===== src/rtl/mdio_master.sv =====
// MDIO/MDC management-frame master for Clause 22 and Clause 45 PHY access.
// Builds MDC from clk and handles the read turnaround on the serial input.
module mdio_master #(
    parameter int CLK_DIV      = 4,
    parameter int PREAMBLE_LEN = 32,
    parameter bit C45_EN       = 1'b1
) (
    input  logic        clk,
    input  logic        rst,
    input  logic        start,
    input  logic        mode,
    input  logic [1:0]  op,
    input  logic [4:0]  phy_addr,
    input  logic [4:0]  reg_addr,
    input  logic [15:0] wr_data,
    output logic [15:0] rd_data,
    output logic        done,
    output logic        rd_err,
    output logic        busy,
    output logic        mdc,
    output logic        mdio_out,
    output logic        mdio_oe,
    input  logic        mdio_in
);

    typedef enum logic [2:0] {
        S_IDLE, S_PRE, S_HDR, S_TA, S_DATA, S_DONE
    } state_t;

    localparam logic [8:0] RISE     = 9'(CLK_DIV - 1);
    localparam logic [8:0] PEND     = 9'(2 * CLK_DIV - 1);
    localparam logic [5:0] PRE_LAST =
        6'((PREAMBLE_LEN > 0) ? PREAMBLE_LEN - 1 : 0);

    state_t      state_q, state_d;
    logic [8:0]  cnt_q, cnt_d;
    logic [5:0]  bits_q, bits_d;
    logic [31:0] tx_q, tx_d;
    logic [15:0] rx_q, rx_d;
    logic        ta_err_q, ta_err_d;
    logic        is_read_q, is_read_d;
    logic        mdc_q, mdc_d;
    logic [15:0] rd_data_q, rd_data_d;
    logic        rd_err_q, rd_err_d;

    logic in_frame;
    logic rise;
    logic per_end;
    logic last_bit;
    logic eff_mode;

    assign in_frame = (state_q == S_PRE) || (state_q == S_HDR) ||
                      (state_q == S_TA)  || (state_q == S_DATA);
    assign rise     = in_frame && (cnt_q == RISE);
    assign per_end  = in_frame && (cnt_q == PEND);
    assign eff_mode = mode & C45_EN;

    always_comb begin
        last_bit = 1'b0;
        unique case (state_q)
            S_PRE:   last_bit = (bits_q == PRE_LAST);
            S_HDR:   last_bit = (bits_q == 6'd13);
            S_TA:    last_bit = (bits_q == 6'd1);
            S_DATA:  last_bit = (bits_q == 6'd15);
            default: last_bit = 1'b0;
        endcase
    end

    always_ff @(posedge clk) begin
        if (rst) begin
            state_q <= S_IDLE;
        end else begin
            state_q <= state_d;
        end
    end

    always_comb begin
        state_d = state_q;
        unique case (state_q)
            S_IDLE: begin
                if (start) begin
                    state_d = (PREAMBLE_LEN > 0) ? S_PRE : S_HDR;
                end
            end
            S_PRE:   if (per_end && last_bit) state_d = S_HDR;
            S_HDR:   if (per_end && last_bit) state_d = S_TA;
            S_TA:    if (per_end && last_bit) state_d = S_DATA;
            S_DATA:  if (per_end && last_bit) state_d = S_DONE;
            S_DONE:  state_d = S_IDLE;
            default: state_d = S_IDLE;
        endcase
    end

    always_comb begin
        busy     = in_frame;
        done     = (state_q == S_DONE);
        mdio_oe  = 1'b0;
        mdio_out = 1'b0;
        unique case (state_q)
            S_PRE: begin
                mdio_oe  = 1'b1;
                mdio_out = 1'b1;
            end
            S_HDR: begin
                mdio_oe  = 1'b1;
                mdio_out = tx_q[31];
            end
            S_TA, S_DATA: begin
                mdio_oe  = ~is_read_q;
                mdio_out = tx_q[31] & ~is_read_q;
            end
            default: begin
                mdio_oe  = 1'b0;
                mdio_out = 1'b0;
            end
        endcase
    end

    always_comb begin
        cnt_d     = cnt_q;
        bits_d    = bits_q;
        tx_d      = tx_q;
        rx_d      = rx_q;
        ta_err_d  = ta_err_q;
        is_read_d = is_read_q;
        mdc_d     = mdc_q;
        rd_data_d = rd_data_q;
        rd_err_d  = rd_err_q;
        if (state_q == S_IDLE && start) begin
            is_read_d = eff_mode ? op[1] : (op == 2'b10);
            tx_d      = {(eff_mode ? 2'b00 : 2'b01), op, phy_addr,
                         reg_addr, 2'b10, wr_data};
            cnt_d     = '0;
            bits_d    = '0;
            rx_d      = '0;
            ta_err_d  = 1'b0;
            mdc_d     = 1'b0;
        end else if (in_frame) begin
            if (rise) begin
                mdc_d = 1'b1;
                if (state_q == S_TA && bits_q == 6'd1) begin
                    ta_err_d = mdio_in;
                end
                if (state_q == S_DATA) begin
                    rx_d = {rx_q[14:0], mdio_in};
                end
            end
            if (per_end) begin
                cnt_d  = '0;
                mdc_d  = 1'b0;
                bits_d = last_bit ? 6'd0 : bits_q + 6'd1;
                // preamble is constant ones, so tx only advances after it
                if (state_q != S_PRE) begin
                    tx_d = {tx_q[30:0], 1'b0};
                end
                if (state_q == S_DATA && last_bit) begin
                    rd_data_d = is_read_q ? rx_q : rd_data_q;
                    rd_err_d  = is_read_q & ta_err_q;
                end
            end else begin
                cnt_d = cnt_q + 9'd1;
            end
        end else begin
            cnt_d = '0;
            mdc_d = 1'b0;
        end
    end

    always_ff @(posedge clk) begin
        if (rst) begin
            cnt_q     <= '0;
            bits_q    <= '0;
            tx_q      <= '0;
            rx_q      <= '0;
            ta_err_q  <= 1'b0;
            is_read_q <= 1'b0;
            mdc_q     <= 1'b0;
            rd_data_q <= '0;
            rd_err_q  <= 1'b0;
        end else begin
            cnt_q     <= cnt_d;
            bits_q    <= bits_d;
            tx_q      <= tx_d;
            rx_q      <= rx_d;
            ta_err_q  <= ta_err_d;
            is_read_q <= is_read_d;
            mdc_q     <= mdc_d;
            rd_data_q <= rd_data_d;
            rd_err_q  <= rd_err_d;
        end
    end

    assign mdc     = mdc_q;
    assign rd_data = rd_data_q;
    assign rd_err  = rd_err_q;

endmodule


===== config.mk =====
export PLATFORM = sky130hd
export DESIGN_NAME = mdio_master
export DESIGN_NICKNAME = d
export VERILOG_FILES = /design/src/rtl/mdio_master.sv
export SDC_FILE = /design/constraint.sdc
export NUM_CORES = 1
export LEC_CHECK = 0
export ABC_AREA = 1
export BUFFER_PORTS_ARGS = -buffer_cell sky130_fd_sc_hd__buf_4
export CAP_MARGIN = 20
export CORE_MARGIN = 10
export CORE_UTILIZATION = 45
export DETAILED_ROUTE_END_ITERATION = 10
export GPL_ROUTABILITY_DRIVEN = 0
export PLACE_DENSITY = 0.7
export RECOVER_POWER = 50
export SLEW_MARGIN = 20
export SYNTH_ARGS = -nofsm -noshare
export SYNTH_HDL_FRONTEND = slang
export SYNTH_SLANG_ARGS = --single-unit

===== constraint.sdc =====
create_clock -name clk -period 2.9 [get_ports clk]
set_input_delay 0.435 -clock clk [delete_from_list [all_inputs] [get_ports clk]]
set_output_delay 0.435 -clock clk [all_outputs]
set_load 0.1 [all_outputs]

==> reports/qor.log, run 1 <==
[run_status] outcome completed
[drt] via count 3224
[yosys] library cell occupying the most area in the post-synthesis netlist dfxtp_1
[global_route] via count of the first global-routing pass 3021
[drt] DR WL/cell 12.0 µm
[yosys] distinct cell type count after synthesis 35
[cts] number of gates given a new drive strength after cts 0
[yosys] Net Count, Synth 548
[critical_path] Cell Chain, Critical Path inv_2 > nor3_2 > clkbuf_1
[cells_and_area] total area of sequential cells 1720 µm²
[cts] hold buffer count at CTS 0
[timing] final worst clock skew 14.0 ps
[timing] RSZ-0062 raised after global routing no
[yosys] Mapped Avg Cell Area 7.19 µm²
[floorplanning] initial core utilization 46.9%
[critical_path] reg-to-reg critical path startpoint state_q[1]
[timing] min Tclk post-route 2370 ps
[critical_path] startpoint types flop
[drt] antenna viol nets, final 0
[timing] final hold violation count 0
[global_route] antenna violations before repair 0
[cells_and_area] ratio of cells with drive above 1 in the final layout 12.9%
[cells_and_area] net total in the final layout 595
[timing] worst slew pin tran 1180 ps
[global_route] wire length of the first global-routing pass 13600 µm
[critical_path] critical path endpoint category primary output
[critical_path] type of the worst setup path flop to primary output
[cts] library cell used as clock root buffer clkbuf_8
[hold_path] HP Start wr_data[0]
[pwr] leakage power of the design 1.88 nW
[critical_path] Crit. Startpoint state_q[2]
[timing] Slew headroom 21.5%
[cts] sinks on the clock net 86
[yosys] ranking of synthesized cells by area dfxtp_1 (47%), nand2_1 (15%), nor2_1 (9.6%), a31oi_1 (4.6%), inv_1 (3.9%)
[floorplanning] y dimension of the die 110 µm
[critical_path] number of buffers and inverters on the critical path 2
[cts] total CTS buffers 9
[critical_path] worst-path maximum fanout 6
[global_route] pin count of the biggest net entering global routing 35
[pwr] power after layout 3.19 mW
[yosys] number of warning messages in the yosys log 0
[cts] clock insertion delay at the later pin of the skew report 350 ps
[cts] maximum level of the CTS H-tree 3
[drt] total wirelength of the detailed-routed design 7980 µm
[floorplanning] num ports 55
[critical_path] data required time at the worst endpoint 2470 ps
[pwr] maximum resistive drop on vdd 0.670 mV
[drt] number of vias per cell 4.84
[cells_and_area] filler cell count in the final layout 811
[yosys] instance count of the mapped netlist 512
[floorplanning] standard cell core area 7850 µm²
[critical_path] critical path's largest stage delay 880 ps
[cts] worst-case clock buffer depth 2
[global_route] total routing usage reported by global routing 12.6%
[cells_and_area] area taken by multi-input logic gates 1660 µm²
[timing] setup total negative slack 0 ps
[floorplanning] width of the die 110 µm
[timing] max-slew violation count 0
[place] DP HPWL 5630 µm
[drt] initial drt markers 172
[hold_path] Tightest Hold Check Type input pin to flop
[cells_and_area] number of inserted diodes 0
[global_route] total grt overflow 0
[cts] TritonCTS clock tree yes
[timing] top achievable clock speed 422 MHz
[drt] DRC violation count after routing 0
[pwr] power per unit of standard cell area 755 nW/µm²
[drt] DRT Pass-1 Iters 4
[cts] Post-CTS Repair Setup Buffers 0
[yosys] top cell type's share of synthesized area 46.7%
[yosys] Post-Syn Area 3680 µm²
[critical_path] CP Data Arrival Time 1940 ps
[critical_path] CP delay by family, top buffers and inverters
[cells_and_area] Layout area overhead 14.8%
[place] quantity of I/O buffers inserted on ports 54
[critical_path] cell with the largest stage delay on the worst path clkbuf_1
[yosys] post-synthesis sequential area ratio 46.7%
[floorplanning] Die Area 12200 µm²
[yosys] post-synthesis sequential element count 86
[floorplanning] number of placement rows 32
[cts] Reg clk slew, reported paths 90 ps
[timing] period utilisation layout 81.7%
[timing] total of endpoints with negative setup slack in the final report 0
[job] number of max-capacitance violations reported 0
-- where the power goes --
group	switching, mW	internal (mW)
clock network	0.422	0.401
registers	0.0765	1.29
logic	0.741	0.265
-- cell type report --
| cell class | instances | area share (%) |
|---|---|---|
| clock buffers | 9 | 2.93 |
| well taps | 102 | 3.02 |
| repair buffers | 57 | 8.35 |
| multi-input cells | 359 | 39.2 |
| clock inverters | 7 | 1.69 |
| inverters | 46 | 4.14 |
| flip-flops and latches | 86 | 40.7 |
-- per-layer routing --
metal / track usage, % / vias up / share of wire (%)
met2: 20.1 / 63 / 44
met5: 0 / - / 0
met4: 3.02 / 0 / 0.33
met3: 4.81 / 2 / 5.6
li1: - / 1710 / -
met1: 15.8 / 1449 / 50
-- metrics by stage --
stage | instance area [µm²] | instances | setup WS, ps | hold slack [ps] | utilization, %
after global routing | 4230 | 666 | 270 | 321 | 53.9
after global placement | 4130 | 650 | 587 | 433 | 52.7
after CTS | 4330 | 666 | 483 | 314 | 55.2
after floorplan | 3690 | 512 | 38.8 | 418 | -
final | 4230 | 666 | 529 | 335 | 53.9
after detailed placement | 4130 | 650 | 521 | 445 | 52.7
-- layout by cell type, fill, tap and decap left out, types with 4 or more instances in the layout --
| cell type | n |
|---|---|
| nand2_1 | 152 |
| nor2_1 | 94 |
| dfxtp_1 | 86 |
| inv_1 | 41 |
| buf_4 | 37 |
| a31oi_1 | 27 |
| o21ai_0 | 20 |
| clkbuf_1 | 20 |
| nand3_1 | 14 |
| a21oi_1 | 14 |
| clkbuf_8 | 9 |
| nor3_1 | 6 |
| inv_2 | 4 |
| xor2_1 | 4 |
-- kinds of logic (layout without fill, tap and decap cells) --
family / Yosys count / after routing / synth area share (%)
AO/OA/AOI/OAI: 67 / 67 / 10.3
XOR/XNOR: 5 / 5 / 1.19
adder cells (fa/ha/maj): 3 / 3 / 1.02
buffers and inverters: 67 / 119 / 8.02
flip-flops: 86 / 86 / 46.7
AND/OR/NAND/NOR: 284 / 284 / 32.7
-- final timing paths --
check / endpoint / slack, ps / depth (start not counted)
worst min-delay path: tx_q[0] / 330 / 3
worst max-delay path: done / 530 / 3
worst min register to register: mdc / 450 / 2
worst max register to register: tx_q[15] / 540 / 10
-- state kept, by name, indices dropped and copies added (netlist names), 3 cells and up --
register	flops
bits_q	6
cnt_q	9
rd_data	16
rx_q	16
state_q	3
tx_q	32
-- synthesized netlist by cell type --
master / count
nor3_2: 1
o21ai_0: 21
o21a_1: 1
a21oi_1: 14
nand3_2: 1
inv_2: 7
nand4_2: 1
buf_4: 6
inv_4: 1
nor2_1: 94
nand2_2: 2
a31oi_1: 27
or2_2: 3
nand2_4: 2
clkbuf_1: 10
nand3_1: 14
inv_1: 38
nor2_2: 2
xor2_1: 4
nand2_1: 150
xnor2_1: 1
o21ai_1: 1
nand4_1: 1
buf_2: 3
dfxtp_1: 86
nor3_1: 7
nor3b_1: 1
nand4_4: 2
buf_6: 2
nor4_1: 1
o211ai_1: 1
ha_1: 3
nor2_4: 2
o31ai_1: 1
a31o_2: 1
-- tightest hold or removal path: stages --
cell and delay, ps:
buf_4 100, nand2_1 50, a21oi_1 50
Power figures use the tool's default switching activity.
==> run 2, diff against run 1 <==
Settings changed: ABC_AREA 1 to 0, PLACE_DENSITY 0.7 to 0.73.
Clock period 2.9 ns to 2.05 ns, I/O delays scaled along.
==> reports/qor.log, run 2 <==
[cells_and_area] Layout area overhead 26.4%
[yosys] async set-reset flop share out of synthesis 0%
[critical_path] data required time at the worst endpoint 2280 ps
[drt] initial drt markers 146
[cts] Reg clk slew, reported paths 90 ps
[floorplanning] Die Area 12600 µm²
[hold_path] Tightest Hold Check Type input pin to flop
[cts] maximum level of the CTS H-tree 3
[place] DP HPWL 6120 µm
[yosys] post-synthesis sequential element count 86
[global_route] pin count of the biggest net entering global routing 49
[drt] number of vias per cell 5.29
[critical_path] CP Data Arrival Time 2260 ps
[timing] final worst clock skew 9.73 ps
[floorplanning] y dimension of the die 112 µm
[yosys] Net Count, Synth 459
[cts] TritonCTS clock tree yes
[drt] DR WL/cell 14.5 µm
[cells_and_area] number of flip-flops under the largest register name 32
[yosys] distinct cell type count after synthesis 49
[yosys] most frequently used flop master after synthesis dfxtp_1
[global_route] antenna violations before repair 0
[yosys] EDFF count, synth 0
[global_route] wire length of the first global-routing pass 15000 µm
[yosys] Mapped Avg Cell Area 9.02 µm²
[cells_and_area] net total in the final layout 533
[global_route] total routing usage reported by global routing 13.7%
[yosys] cell types with the highest counts after synthesis dfxtp_1 (86), nor2_1 (46), nand2_1 (40), nand2b_1 (39), mux2i_1 (38)
[timing] period utilisation layout 99.1%
[cts] sinks on the clock net 86
[timing] top achievable clock speed 492 MHz
[critical_path] worst-path maximum fanout 15
[pwr] maximum resistive drop on vdd 0.434 mV
[job] number of max-capacitance violations reported 0
[cts] worst-case clock buffer depth 2
[floorplanning] standard cell core area 8220 µm²
[cts] hold buffer count at CTS 0
[cells_and_area] filler cell count in the final layout 720
[floorplanning] number of placement rows 33
[yosys] library cell occupying the most area in the post-synthesis netlist dfxtp_1
[drt] antenna viol nets, final 0
[cts] total CTS buffers 9
[cts] library cell used as clock root buffer clkbuf_8
[cells_and_area] number of inserted diodes 0
[cts] clock insertion delay at the later pin of the skew report 350 ps
[drt] DRC violation count after routing 0
[pwr] leakage power of the design 1.86 nW
[floorplanning] num ports 55
[timing] RSZ-0062 raised after global routing yes
[yosys] Post-Syn Area 3810 µm²
[floorplanning] initial core utilization 46.4%
[timing] final hold violation count 0
[drt] DRT Pass-1 Iters 4
[timing] total of endpoints with negative setup slack in the final report 0
[run_status] outcome completed
[yosys] number of warning messages in the yosys log 0
[critical_path] startpoint types flop
[place] quantity of I/O buffers inserted on ports 54
[yosys] instance count of the mapped netlist 423
[pwr] power per unit of standard cell area 682 nW/µm²
[yosys] top cell type's share of synthesized area 45.1%
[yosys] dominant cell by count in the synthesized netlist dfxtp_1
[critical_path] type of the worst setup path flop to flop
[cells_and_area] commonest cells after routing, fill and taps aside dfxtp_1 (78), buf_4 (64), nor2_1 (42), nand2_1 (40)
[place] total cell area at the placement stage 4540 µm²
[yosys] post-synthesis sequential area ratio 45.1%
[cells_and_area] post-route design area 4820 µm²
[timing] min Tclk post-route 2030 ps
[timing] worst slack on hold paths 204 ps
[timing] worst slew pin tran 544 ps
[yosys] ranking of synthesized cells by area dfxtp_1 (45%), mux2i_1 (10%), nand2b_1 (6.4%), a22oi_1 (5.1%), a21oi_1 (4.9%)
[cells_and_area] most common cell after layout, fill and taps aside dfxtp_1
[timing] Slew headroom 63.9%
[drt] total wirelength of the detailed-routed design 8790 µm
[global_route] total grt overflow 0
[floorplanning] width of the die 112 µm
[cells_and_area] ratio of cells with drive above 1 in the final layout 28.3%
[critical_path] critical path endpoint category flop
[cells_and_area] Most flops, register tx_q
[timing] max-slew violation count 0
[drt] via count 3209
[global_route] via count of the first global-routing pass 3264
-- run 2: changes by cell type after synthesis, moves of 23 or more --
cell,previous run,this run
nand2b_1,0,39
a21oi_1,14,37
mux2i_1,0,38
nor2_1,94,46
inv_1,38,4
a22oi_1,0,26
a31oi_1,27,2
nand2_1,150,40
-- run 2: layout make-up --
class / count / area (µm²) / area share [%]
flip-flops and latches: 86 / 1730 / 35.9
well taps: 105 / 131 / 2.73
clock buffers: 10 / 138 / 2.86
inverters: 4 / 15.0 / 0.312
multi-input cells: 303 / 2020 / 42.0
repair buffers: 93 / 728 / 15.1
clock inverters: 6 / 53.8 / 1.12
-- run 2: metal layers --
metal,wire length (µm),GRT usage (%)
met5,0,0
met4,118,4.74
met3,426,3.94
met2,4100,21.9
met1,4140,17.2
-- run 2: kinds of logic (layout without fill, tap and decap cells) --
kind of cell | Yosys count | in the layout | share of synthesized area, %
adders and majority gates | 3 | 3 | 0.984
and+or+nand+nor | 169 | 169 | 23.2
AOI/OAI and AO/OA | 86 | 86 | 14.9
buffers and inverters | 34 | 113 | 4.26
DFF | 86 | 86 | 45.1
muxes | 38 | 38 | 9.97
xor gates and xnor gates | 7 | 7 | 1.61
-- run 2: critical path, cell delays in order, from the launching register on --
cell and delay (ps):
dfxtp_2 330, or4_4 560, buf_6 160, a211oi_4 210, clkbuf_1 220, nor2_2 70
buf_4 190, nand2_1 90, a21oi_1 70
-- run 2: stage by stage --
| stage | worst slack, ps | total power [mW] | cells | setup TNS (ps) | util [%] |
|---|---|---|---|---|---|
| final | 19.4 | 3.29 | 607 | 0 | 58.7 |
| after global routing | -60.2 | 3.44 | 607 | -1330 | 58.7 |
| after CTS | 12.4 | 3.32 | 602 | 0 | 58.0 |
| after detailed placement | 20.9 | 2.19 | 583 | 0 | 55.2 |
| after global placement | 38.0 | 2.18 | 583 | 0 | 55.2 |
| after floorplan | -87.1 | 2.04 | 423 | -107 | - |
-- run 2: final timing paths --
kind                    from       end  slack, ps  cells past startpoint
setup / recovery    cnt_q[5]  tx_q[15]         20                      8
hold / removal    wr_data[0]   tx_q[0]        200                      3
setup reg to reg    cnt_q[5]  tx_q[15]         20                      8
hold reg to reg     cnt_q[0]  cnt_q[0]        440                      1
-- run 2: what timing repair did --
action / CTS / global route
resized for setup: 4 / 18
setup endpoints to repair: 2 / 61
setup buffers: 3 / 4
pin swaps: 2 / 3
cloned: 0 / 1
-- run 2: power breakdown --
part | internal [mW] | switching, mW | leakage (nW) | total (mW)
clock | 0.493 | 0.639 | 0.0950 | 1.13
sequential | 1.72 | 0.0303 | 0.702 | 1.75
combinational | 0.165 | 0.239 | 1.06 | 0.404
==> run 3, diff against run 2 <==
Settings changed: BUFFER_PORTS_ARGS -buffer_cell sky130_fd_sc_hd__buf_4 to -buffer_cell sky130_fd_sc_hd__buf_2.
==> reports/qor.log, run 3 (same netlist as run 2, synthesis figures left out) <==
[timing] top achievable clock speed 492 MHz
[pwr] maximum resistive drop on vdd 0.416 mV
[pwr] leakage power of the design 1.81 nW
[cts] clock insertion delay at the later pin of the skew report 360 ps
[cts] maximum level of the CTS H-tree 3
[critical_path] critical path endpoint category flop
[cts] hold buffer count at CTS 0
[timing] max-slew violation count 0
[place] quantity of I/O buffers inserted on ports 54
[cts] sinks on the clock net 86
[floorplanning] initial core utilization 46.4%
[floorplanning] num ports 55
[global_route] antenna violations before repair 0
[drt] total wirelength of the detailed-routed design 8650 µm
[cells_and_area] Layout area overhead 23.3%
[cts] TritonCTS clock tree yes
[global_route] via count of the first global-routing pass 3130
[global_route] wire length of the first global-routing pass 14700 µm
[timing] final worst clock skew 12.0 ps
[cells_and_area] number of inserted diodes 0
[timing] total of endpoints with negative setup slack in the final report 0
[cells_and_area] net total in the final layout 527
[floorplanning] number of placement rows 33
[run_status] outcome completed
[floorplanning] width of the die 112 µm
[critical_path] type of the worst setup path flop to flop
[cts] Reg clk slew, reported paths 90 ps
[drt] number of vias per cell 5.22
[critical_path] worst-path maximum fanout 8
[job] number of max-capacitance violations reported 0
[drt] DRT Pass-1 Iters 4
[cts] library cell used as clock root buffer clkbuf_8
[timing] min Tclk post-route 2030 ps
[cells_and_area] Most flops, register tx_q
[critical_path] startpoint types flop
[cells_and_area] number of flip-flops under the largest register name 32
[drt] initial drt markers 160
[floorplanning] standard cell core area 8220 µm²
[global_route] total grt overflow 0
[critical_path] CP Data Arrival Time 2320 ps
[hold_path] Tightest Hold Check Type input pin to flop
[cells_and_area] post-route design area 4700 µm²
[timing] RSZ-0062 raised after global routing yes
[place] DP HPWL 6190 µm
[place] total cell area at the placement stage 4460 µm²
[timing] final hold violation count 0
[drt] DRC violation count after routing 0
[floorplanning] y dimension of the die 112 µm
[global_route] pin count of the biggest net entering global routing 47
[global_route] total routing usage reported by global routing 13.5%
[critical_path] data required time at the worst endpoint 2340 ps
[cells_and_area] filler cell count in the final layout 729
[cells_and_area] ratio of cells with drive above 1 in the final layout 27.0%
[cells_and_area] most common cell after layout, fill and taps aside dfxtp_1
[drt] via count 3140
[cts] worst-case clock buffer depth 2
[cells_and_area] commonest cells after routing, fill and taps aside dfxtp_1 (80), nor2_1 (43), nand2_1 (39), nand2b_1 (38), mux2i_1 (38)
[drt] antenna viol nets, final 0
[timing] period utilisation layout 99.2%
[floorplanning] Die Area 12600 µm²
[drt] DR WL/cell 14.4 µm
[timing] setup total negative slack 0 ps
[timing] Slew headroom 63.2%
[pwr] power per unit of standard cell area 701 nW/µm²
[cts] total CTS buffers 9
[timing] worst slew pin tran 554 ps
==> run 3: cell types whose count changed in the layout (fill, tap and decap cells not counted), sizes merged <==
cell and delta:
clkinvlp +1, clkinv -2, buf -5
==> run 3: layer usage <==
metal | vias up | GRT usage (%) | routed length, µm
li1 | 1609 | - | -
met3 | 12 | 4.31 | 516
met2 | 65 | 21.6 | 4110
met5 | - | 0 | 0
met1 | 1454 | 17.0 | 3900
met4 | 0 | 4.31 | 120
==> run 3: worst max-delay path, cell delays in order, from the launching register on <==
cell and delay [ps]:
dfxtp_2 360, ha_4 130, or4bb_4 460, buf_6 150
nor2_4 80, nand4_1 140, a21oi_4 260, clkbuf_16 210
mux2i_1 180
==> run 3: final cells by class <==
class,instances,area (µm²),share of cell area (%)
clock buffers,11,151,3.22
clock inverters,5,41.3,0.878
flip-flops and latches,86,1730,36.8
inverters,4,15.0,0.319
well taps,105,131,2.79
multi-input cells,303,2010,42.7
repair buffers,87,626,13.3
==> run 3: what timing repair did <==
action / in CTS / in global routing
gates resized for setup: 1 / 15
setup endpoints to repair: 3 / 48
cloned: 0 / 1
pin swaps: 1 / 4
setup buffers: 1 / 0
==> run 3: through the flow <==
stage / total power, mW / hold WS (ps) / setup WS [ps] / utilization [%] / instances
floorplan: 2.04 / 420 / -87.1 / - / 423
global placement: 2.18 / 443 / 19.6 / 54.3 / 583
detailed placement: 2.19 / 449 / 8.24 / 54.3 / 583
CTS: 3.34 / 186 / 7.29 / 56.7 / 600
global route: 3.43 / 182 / -45.6 / 57.2 / 601
finish: 3.30 / 199 / 16.0 / 57.2 / 601
==> run 3: final timing paths <==
kind | to | slack (ps) | cells after the start | startpoint
max | rd_data[8] | 20 | 8 | cnt_q[1]
min reg2reg | tx_q[12] | 460 | 2 | tx_q[12]
max reg2reg | rd_data[8] | 20 | 8 | cnt_q[1]
min | tx_q[0] | 200 | 3 | wr_data[0]
==> run 3: where the power goes <==
group / internal, mW / switching (mW) / leakage, nW
clock: 0.517 / 0.629 / 0.0926
sequential: 1.72 / 0.0340 / 0.701
combinational: 0.158 / 0.238 / 1.01
